<file path="src/rtl/poly_tx_filter.sv">
// Polyphase interpolating pulse-shaping filter: one antipodal symbol per channel per baud
// in, OV_SAMP shaped samples per channel out, with run-time loadable shared coefficients.
module poly_tx_filter #(
  parameter int OV_SAMP    = 4,
  parameter int N_BAUD     = 6,
  parameter int N_CH       = 2,
  parameter int NB_COEFF   = 8,
  parameter int NBF_COEFF  = 7,
  parameter int NB_OUTPUT  = 8,
  parameter int NBF_OUTPUT = 7
) (
  input  logic                                      clk,
  input  logic                                      i_rst_n,
  input  logic                                      i_enb,
  input  logic                                      i_valid,
  output logic                                      o_ready,
  input  logic [N_CH-1:0]                           i_symbol,
  input  logic                                      i_coef_we,
  input  logic [$clog2(OV_SAMP*N_BAUD)-1:0]         i_coef_addr,
  input  logic [NB_COEFF-1:0]                       i_coef_data,
  output logic [N_CH*NB_OUTPUT-1:0]                 o_data,
  output logic                                      o_valid,
  output logic                                      o_underrun
);

  localparam int N_TAP  = OV_SAMP * N_BAUD;
  localparam int ADDR_W = $clog2(N_TAP);
  localparam int P_W    = $clog2(OV_SAMP);
  localparam int FILL_W = $clog2(N_BAUD + 1);
  localparam int NB_SUM = NB_COEFF + $clog2(N_BAUD) + 1;
  localparam int SHIFT  = NBF_COEFF - NBF_OUTPUT;

  localparam logic [P_W-1:0]           P_LAST   = P_W'(OV_SAMP - 1);
  localparam logic [FILL_W-1:0]        FILL_MAX = FILL_W'(N_BAUD);
  localparam logic signed [NB_SUM-1:0] SAT_MAX  = NB_SUM'((2 ** (NB_OUTPUT - 1)) - 1);
  localparam logic signed [NB_SUM-1:0] SAT_MIN  = NB_SUM'(-(2 ** (NB_OUTPUT - 1)));

  typedef enum logic {IDLE, RUN} state_t;

  state_t                        state_q, state_d;
  logic [P_W-1:0]                p_q, p_d;
  logic [FILL_W-1:0]             fill_q, fill_d;
  logic [N_BAUD-1:0]             hist_q [N_CH];
  logic [N_BAUD-1:0]             hist_d [N_CH];
  logic signed [NB_COEFF-1:0]    coef_q [N_TAP];
  logic signed [NB_COEFF-1:0]    coef_d [N_TAP];
  logic [N_CH*NB_OUTPUT-1:0]     data_q, data_d;
  logic                          valid_q, valid_d;
  logic                          underrun_q, underrun_d;

  logic                          accept;
  logic [N_CH*NB_OUTPUT-1:0]     sat_out;
  logic signed [NB_SUM-1:0]      acc, term, shifted;
  logic [ADDR_W-1:0]             idx;

  assign o_ready    = (state_q == IDLE) | ((state_q == RUN) & (p_q == P_LAST));
  assign accept     = i_valid & o_ready & i_enb;
  assign o_data     = data_q;
  assign o_valid    = valid_q;
  assign o_underrun = underrun_q;

  // Phase p of the current baud uses taps h[k*OV_SAMP+p]; taps beyond the fill count are masked.
  always_comb begin
    sat_out = '0;
    acc     = '0;
    term    = '0;
    shifted = '0;
    idx     = '0;
    for (int c = 0; c < N_CH; c++) begin
      acc = '0;
      for (int k = 0; k < N_BAUD; k++) begin
        idx  = ADDR_W'(k * OV_SAMP) + ADDR_W'(p_q);
        term = NB_SUM'(coef_q[idx]);
        if (FILL_W'(k) < fill_q) begin
          acc = hist_q[c][k] ? (acc - term) : (acc + term);
        end
      end
      shifted = acc >>> SHIFT;
      if (shifted > SAT_MAX) begin
        sat_out[c*NB_OUTPUT +: NB_OUTPUT] = SAT_MAX[NB_OUTPUT-1:0];
      end else if (shifted < SAT_MIN) begin
        sat_out[c*NB_OUTPUT +: NB_OUTPUT] = SAT_MIN[NB_OUTPUT-1:0];
      end else begin
        sat_out[c*NB_OUTPUT +: NB_OUTPUT] = shifted[NB_OUTPUT-1:0];
      end
    end
  end

  always_comb begin
    state_d    = state_q;
    p_d        = p_q;
    fill_d     = fill_q;
    hist_d     = hist_q;
    coef_d     = coef_q;
    data_d     = data_q;
    valid_d    = 1'b0;
    underrun_d = underrun_q;

    if (i_coef_we && (int'(i_coef_addr) < N_TAP)) begin
      coef_d[i_coef_addr] = i_coef_data;
    end

    if (i_enb) begin
      if (state_q == RUN) begin
        data_d  = sat_out;
        valid_d = 1'b1;
        if (p_q != P_LAST) begin
          p_d = p_q + 1'b1;
        end else if (!accept) begin
          state_d    = IDLE;
          underrun_d = 1'b1;
        end
      end
      if (accept) begin
        for (int c = 0; c < N_CH; c++) begin
          hist_d[c] = {hist_q[c][N_BAUD-2:0], i_symbol[c]};
        end
        fill_d  = (fill_q == FILL_MAX) ? fill_q : fill_q + 1'b1;
        p_d     = '0;
        state_d = RUN;
      end
    end
  end

  always_ff @(posedge clk or negedge i_rst_n) begin
    if (!i_rst_n) begin
      state_q    <= IDLE;
      p_q        <= '0;
      fill_q     <= '0;
      hist_q     <= '{default: '0};
      coef_q     <= '{default: '0};
      data_q     <= '0;
      valid_q    <= 1'b0;
      underrun_q <= 1'b0;
    end else begin
      state_q    <= state_d;
      p_q        <= p_d;
      fill_q     <= fill_d;
      hist_q     <= hist_d;
      coef_q     <= coef_d;
      data_q     <= data_d;
      valid_q    <= valid_d;
      underrun_q <= underrun_d;
    end
  end

endmodule

</file>
<file path="config.mk">
export PLATFORM = sky130hd
export DESIGN_NAME = poly_tx_filter
export DESIGN_NICKNAME = d
export VERILOG_FILES = /design/src/rtl/poly_tx_filter.sv
export SDC_FILE = /design/constraint.sdc
export NUM_CORES = 1
export LEC_CHECK = 0
export CORE_MARGIN = 2
export CORE_UTILIZATION = 45
export CTS_BUF_LIST = sky130_fd_sc_hd__clkbuf_4
export DETAILED_ROUTE_END_ITERATION = 8
export DONT_BUFFER_PORTS = 1
export GPL_ROUTABILITY_DRIVEN = 0
export GPL_TIMING_DRIVEN = 1
export PLACE_DENSITY = 0.68
export SYNTH_ARGS = -nofsm -noshare
export SYNTH_HDL_FRONTEND = slang
export SYNTH_SLANG_ARGS = --single-unit
export TNS_END_PERCENT = 10
</file>
<file path="constraint.sdc">
create_clock -name clk -period 11.96 [get_ports clk]
set_clock_uncertainty 0.1 [all_clocks]
set_input_delay 1.794 -clock clk [delete_from_list [all_inputs] [get_ports clk]]
set_output_delay 1.794 -clock clk [all_outputs]
set_load 0.02 [all_outputs]
</file>
Word level (Yosys, flattened, before mapping)

Cells that the tools add are included.

Latch bits: 0
Memories kept: 0
Word-level logic and storage cells: 163
Output and inout bits: 19
Bits in writable memories: 0
Flip-flop bits (word level): 228
ROM bits: 0
Input bits: 20

Bitwise logic cells: 15
Multiply operators: 0
Multiplexer cells: 57
Add/subtract/negate cells: 28
Shift-type cells: 0
Divide/modulo/power cells: 0
Reduce and logical (&&, ||, !) cells: 9
Eq/ne operators: 3
Order comparisons: 19

Operators with widths:

| kind                                                                           | number |
|---|---|
| 12-bit two-way mux                                                             | 24 |
| 8-bit binary-select mux with 5-bit select                                      | 6 |
| 192-bit bitwise mux                                                            | 1 |
| 8-bit two-way mux                                                              | 17 |
| 12-bit by 8-bit adder with 12-bit output                                       | 10 |
| 12-bit by 8-bit subtractor with 12-bit output                                  | 10 |
| 6-bit greater-or-equal comparator (second input constant)                      | 7 |
| 8-bit demux with 5-bit select                                                  | 1 |
| 5-bit inverter with 6-bit output                                               | 5 |
| 12-bit by 8-bit > comparator with 1-bit output (second input constant)         | 2 |
| 12-bit by 8-bit less-than comparator with 1-bit output (second input constant) | 2 |
| 4-bit by 2-bit adder with 5-bit output (first input constant)                  | 2 |
| 5-bit by 2-bit adder with 5-bit output (first input constant)                  | 2 |
| 1-bit by 8-bit subtractor with 9-bit output (first input constant)             | 1 |
| 1-bit by 3-bit less-than comparator with 1-bit output (first input constant)   | 2 |
| 2-bit by 3-bit less-than comparator with 1-bit output (first input constant)   | 2 |
| 3-bit less-than comparator (first input constant)                              | 2 |
| 6-bit by 1-bit less-than comparator with 1-bit output (second input constant)  | 1 |
| 2-bit two-way mux                                                              | 3 |
| 2-bit inverter with 6-bit output                                               | 1 |
| 4-bit inverter with 6-bit output                                               | 1 |
| 3-bit AND reduction                                                            | 2 |
| 5-bit less-than comparator (second input constant)                             | 1 |
| 1-bit two-way mux                                                              | 5 |
| 13 further kinds                                                               | 21 |

Logic depth before layout (Yosys ltp)

Depth in word-level cells: 25
Mapped depth: 51
Gate-level depth less buffers: 46

Worst setup path after synthesis

OpenSTA, ideal clock, no wires.

Path type: flip-flop to flip-flop
From: reg p_q[0]
To: reg data_q[0] (netlist: o_data[0])
Buffers on the path: 6
Slack: 2.158 ns
Stages on the path, launching flop included: 47
Setup time: 0.131 ns
Data required time: 11.729 ns
Arrival: 9.571 ns
Period minus slack after synthesis: 9.802 ns
Path through: dfrtp_1 > buf_6 > buf_6 > buf_6 > buf_6 > buf_4 > buf_4 > mux4_2 > inv_1 > ha_1 > inv_1 > o31ai_1 > xor2_1 > ha_1 > and3_1 > nor4b_1 > and3b_1 > o211ai_1 > (+11 left out) > o221ai_1 > a311o_1 > and2_1 > ha_1 > a21o_1 > a31o_2 > xor2_1 > nor2_1 > xnor3_1 > a21o_1 > inv_1 > ha_1 > xnor2_1 > mux2_2 > a21oi_1 > or4_1 > o22ai_4 > a21oi_1

Word-level cells in the longest chain between the ends: 25
Elaborated cells on any way between the ends: 56
Those cells by class: add/sub (16); order compare (2); mux (32); bitwise (6)

Ends and longest elaborated chain:

| item                                                                                                      | RTL line | text |
|---|---|---|
| start: declaration                                                                                        | 41       | `logic [P_W-1:0] p_q, p_d;` |
| start signal: assignment                                                                                  | 137      | `p_q <= p_d;` |
| 2-bit inverter with 6-bit output (not written as such)                                                    | 73       | `term = NB_SUM'(coef_q[idx]);` |
| 8-bit binary-select mux with 5-bit select                                                                 | 73       |  |
| 8-bit two-way mux (not written as such) (2 in series)                                                     | 73       |  |
| 1-bit by 8-bit subtractor with 9-bit output                                                               | 75       | `acc = hist_q[c][k] ? (acc - term) : (acc + term);` |
| 12-bit two-way mux                                                                                        | 75       |  |
| 12-bit two-way mux                                                                                        | 74       | `if (FILL_W'(k) < fill_q) begin` |
| 12-bit by 8-bit adder with 12-bit output or 12-bit by 8-bit subtractor with 12-bit output (tied branches) | 75       |  |
| 12-bit two-way mux                                                                                        | 75       |  |
| (+8 left out)                                                                                             | --       |  |
| 12-bit two-way mux                                                                                        | 75       |  |
| 12-bit two-way mux                                                                                        | 74       |  |
| 12-bit by 8-bit adder with 12-bit output or 12-bit by 8-bit subtractor with 12-bit output (tied branches) | 75       |  |
| 12-bit two-way mux                                                                                        | 75       |  |
| 12-bit two-way mux *                                                                                      | 74       |  |
| 12-bit by 8-bit less-than comparator with 1-bit output                                                    | 81       | `end else if (shifted < SAT_MIN) begin` |
| 8-bit two-way mux                                                                                         | 81       |  |
| 8-bit two-way mux *                                                                                       | 79       | `if (shifted > SAT_MAX) begin` |
| end signal: assignment                                                                                    | 141      | `data_q <= data_d;` |
| end: declaration                                                                                          | 47       | `logic [N_CH*NB_OUTPUT-1:0] data_q, data_d;` |

Mark *: on every way between the ends. The rest lies on a longest branch, timed or not. The select of a mux whose other input is x is not followed.
A chain may end at the register's enable or synchronous reset.

Worst setup path after layout

From: reg p_q[0]
To: reg data_q[5] (netlist: o_data[5])

Same word-level chain as after synthesis.

==> summary.md <==
| Metric | Value |
|---|---|
| Outcome | `finished, final reports clean` |
| Number of global-route vias before repair | `14.53k` |
| Post-synth net total | `2064` |
| CP max FO | `24` |
| Critical path startpoint category | `flop` |
| F_max | `0.09631 GHz` |
| Post-synth top area share | `30.39%` |
| Post-synth EDFFs | `0` |
| Number of DRC markers in iteration 0 | `819` |
| Post-DRT Antenna Nets | `0` |
| Final HPWL DP | `35.14 mm` |
| First-pass GRT wire length | `76.86 mm` |
| Critical path data required time | `12.50 ns` |
| Minimum clock period | `10.38 ns` |
| Buf+Inv Stages, Crit Path | `3` |
| FF-to-FF setup slack | `1.58 ns` |
| Die Span Y | `208.3 microns` |
| Buffer depth of the longest clock path | `3` |
| Number of synthesized register bits | `228` |
| Final period utilization | `86.82%` |
| Hold Buf Count CTS | `0` |
| Pins over their slew limit | `0` |
| Max Cap Viol | `0` |
| WP data arrival | `10.92 ns` |
| Setup TNS Final | `0 ns` |
| RSZ-0062 raised after global routing | `no` |
| Area growth syn-to-layout | `5.964%` |
| Synth warn | `0` |
| Buffers on Ports | `0` |
| Critical path capture point type | `flop` |
| Clock tree root buffer cell | `clkbuf_4` |
| Via/cell ratio | `5.915` |
| Ys async rst share | `100.0%` |
| Core Box Area | `0.04102 sq mm` |
| Post-synthesis cell area | `0.01878 sq mm` |
| Routed wire length | `47.30 mm` |
| Fin. Hold Viols | `0` |
| FP Rows | `74` |
| Initial antenna violation count | `1` |
| Hold WC Path Type | `reg -> reg` |
| Pin count of the biggest net entering global routing | `229` |
| Tightest Pin Transition | `0.9519 ns` |
| Register Area | `0.005710 sq mm` |
| DRT Pass-1 Iters | `5` |
| Post-CTS Setup Inserts | `0` |
| Vias | `14.68k` |
| Drt drc | `0` |
| Area of the multi-input gates | `0.01237 sq mm` |
| Setup violation total in the final timing report | `0` |
| Overall routing resource usage | `21.90%` |
| DR WL/cell | `19.06 microns` |
| I/O pins | `39` |
| Worst rel slew slack | `36.41%` |
| Skew-Pair Late Insertion Delay | `0.75 ns` |
| Synth top area cells | `dfrtp_1, mux2_2, ha_1` |
| Layout cells sized above 1 | `22.47%` |
| Clk pin slew, worst setup/hold paths | `0.07 ns` |
| Crit path max-delay family | `compound AO/OA/AOI/OAI gates` |
| Number of distinct library cells after synthesis | `100` |
| CP max stage delay | `0.71 ns` |
| Htree depth | `2` |
| Starting density of the core | `45.78%` |
| CTS sink count | `228` |
| Number of fill cells | `3798` |
| Most frequent cells in the layout | `dfrtp_1, mux2_2, nor2_1` |
| Horiz. Die Dim | `208.3 microns` |
| Hold depth | `2` |
| CTS tree | `yes` |
| Critical path's slowest cell | `dfrtp_4` |
| Worst-case reg-to-reg path depth | `43` |
| Synth area leader | `dfrtp_1` |
| Register area share after synthesis | `30.39%` |
| Grt ovf | `0` |
| Class of the most critical setup path | `reg -> reg` |
| Post-cts resize count | `0` |
| Avg Synthesized Cell Area | `9.719 sq um` |
| Nets | `2048` |
| Syn Inst Count | `1932` |
| Die ar. | `0.04338 sq mm` |
| TritonCTS Buffers | `56` |
| CP most frequent cell | `ha_1` |
| Commonest non-fill, non-tap cell in the layout | `dfrtp_1` |
| Most used DFF post-synth | `dfrtp_1` |
| Worst hold slack | `0.3905 ns` |
| Worst path depth | `43` |
per-layer routing:
layer	wire length [microns]	GRT usage [%]	part of all wire (%)	up-vias
li1	-	-	-	6986
met1	20800	28.26	44	7220
met2	22420	36.54	47	383
met3	2638	4.287	5.6	91
met4	1439	7.988	3.0	0
met5	0	0	0	-
synth_stat cells (12+ instances only):
| cell type | count |
|---|---|
| a211oi_1 | 14 |
| a21boi_0 | 12 |
| a21o_1 | 27 |
| a21oi_1 | 97 |
| and2_1 | 17 |
| and3_1 | 12 |
| clkbuf_1 | 65 |
| dfrtp_1 | 228 |
| ha_1 | 102 |
| inv_1 | 85 |
| mux2_2 | 218 |
| mux2i_1 | 31 |
| mux4_2 | 49 |
| nand2_1 | 155 |
| nand2b_1 | 23 |
| nand3_1 | 23 |
| nand4_1 | 12 |
| nor2_1 | 173 |
| nor2b_1 | 30 |
| nor3_1 | 30 |
| nor3b_1 | 13 |
| o21a_1 | 19 |
| o21ai_0 | 78 |
| o21ai_1 | 13 |
| o31ai_1 | 14 |
| or3_1 | 18 |
| xnor2_1 | 109 |
| xor2_1 | 41 |
sequential cells by signal (all words and copies together) (netlist names):
signal	flops
o_underrun	1
o_data	16
fill_q	3
coef_q	192
state_q	1
p_q	2
o_valid	1
hist_q	12
path summary, 6_finish.rpt:
kind | startpoint | end
min in group asynchronous | i_rst_n | coef_q[0]
max | p_q[0] | o_data[5]
max in group asynchronous | i_rst_n | coef_q[133]
min | state_q | state_q
max reg2reg | p_q[0] | o_data[5]
min reg2reg | state_q | state_q
cells by family (layout without fill, tap and decap cells):
kind of cell,count (synthesis),after routing,share of synthesized area [%]
simple gates,556,556,14.41
xor+xnor,158,158,7.876
other cells,0,1,0
buf+inv,176,193,3.792
mux,298,298,20.60
compound gates,395,395,14.56
flops,228,228,30.39
fa+ha+maj,121,121,8.369
layout make-up:
cell class,instances,area share [%]
sequential,228,28.70
inverter,87,1.641
clock buffer,78,2.943
timing repair buffer,15,0.5660
multi-input combinational,1528,62.17
clock inverter,13,0.6163
tap,532,3.345
antenna,1,0.01258
worst min-delay path: stages, from the launching register on:
cell	delay, ns
dfrtp_1	0.36
nand2_1	0.05
nand2_1	0.05
per-stage QoR:
step / utilization [%] / setup WS, ns / cells / instance area [sq um]
6_report: 48.51 / 1.577 / 2482 / 19900
3_5_place_dp: 46.78 / 1.686 / 2390 / 19190
5_1_grt: 48.51 / 0.6722 / 2482 / 19900
2_1_floorplan: - / 2.158 / 1932 / 18780
4_1_cts: 48.50 / 1.654 / 2481 / 19890
3_3_place_gp: 46.78 / 2.079 / 2390 / 19190
Power is left out: the tool's default activity adds up to more than one toggle a clock period on the data nets, which glitch-free logic cannot reach.
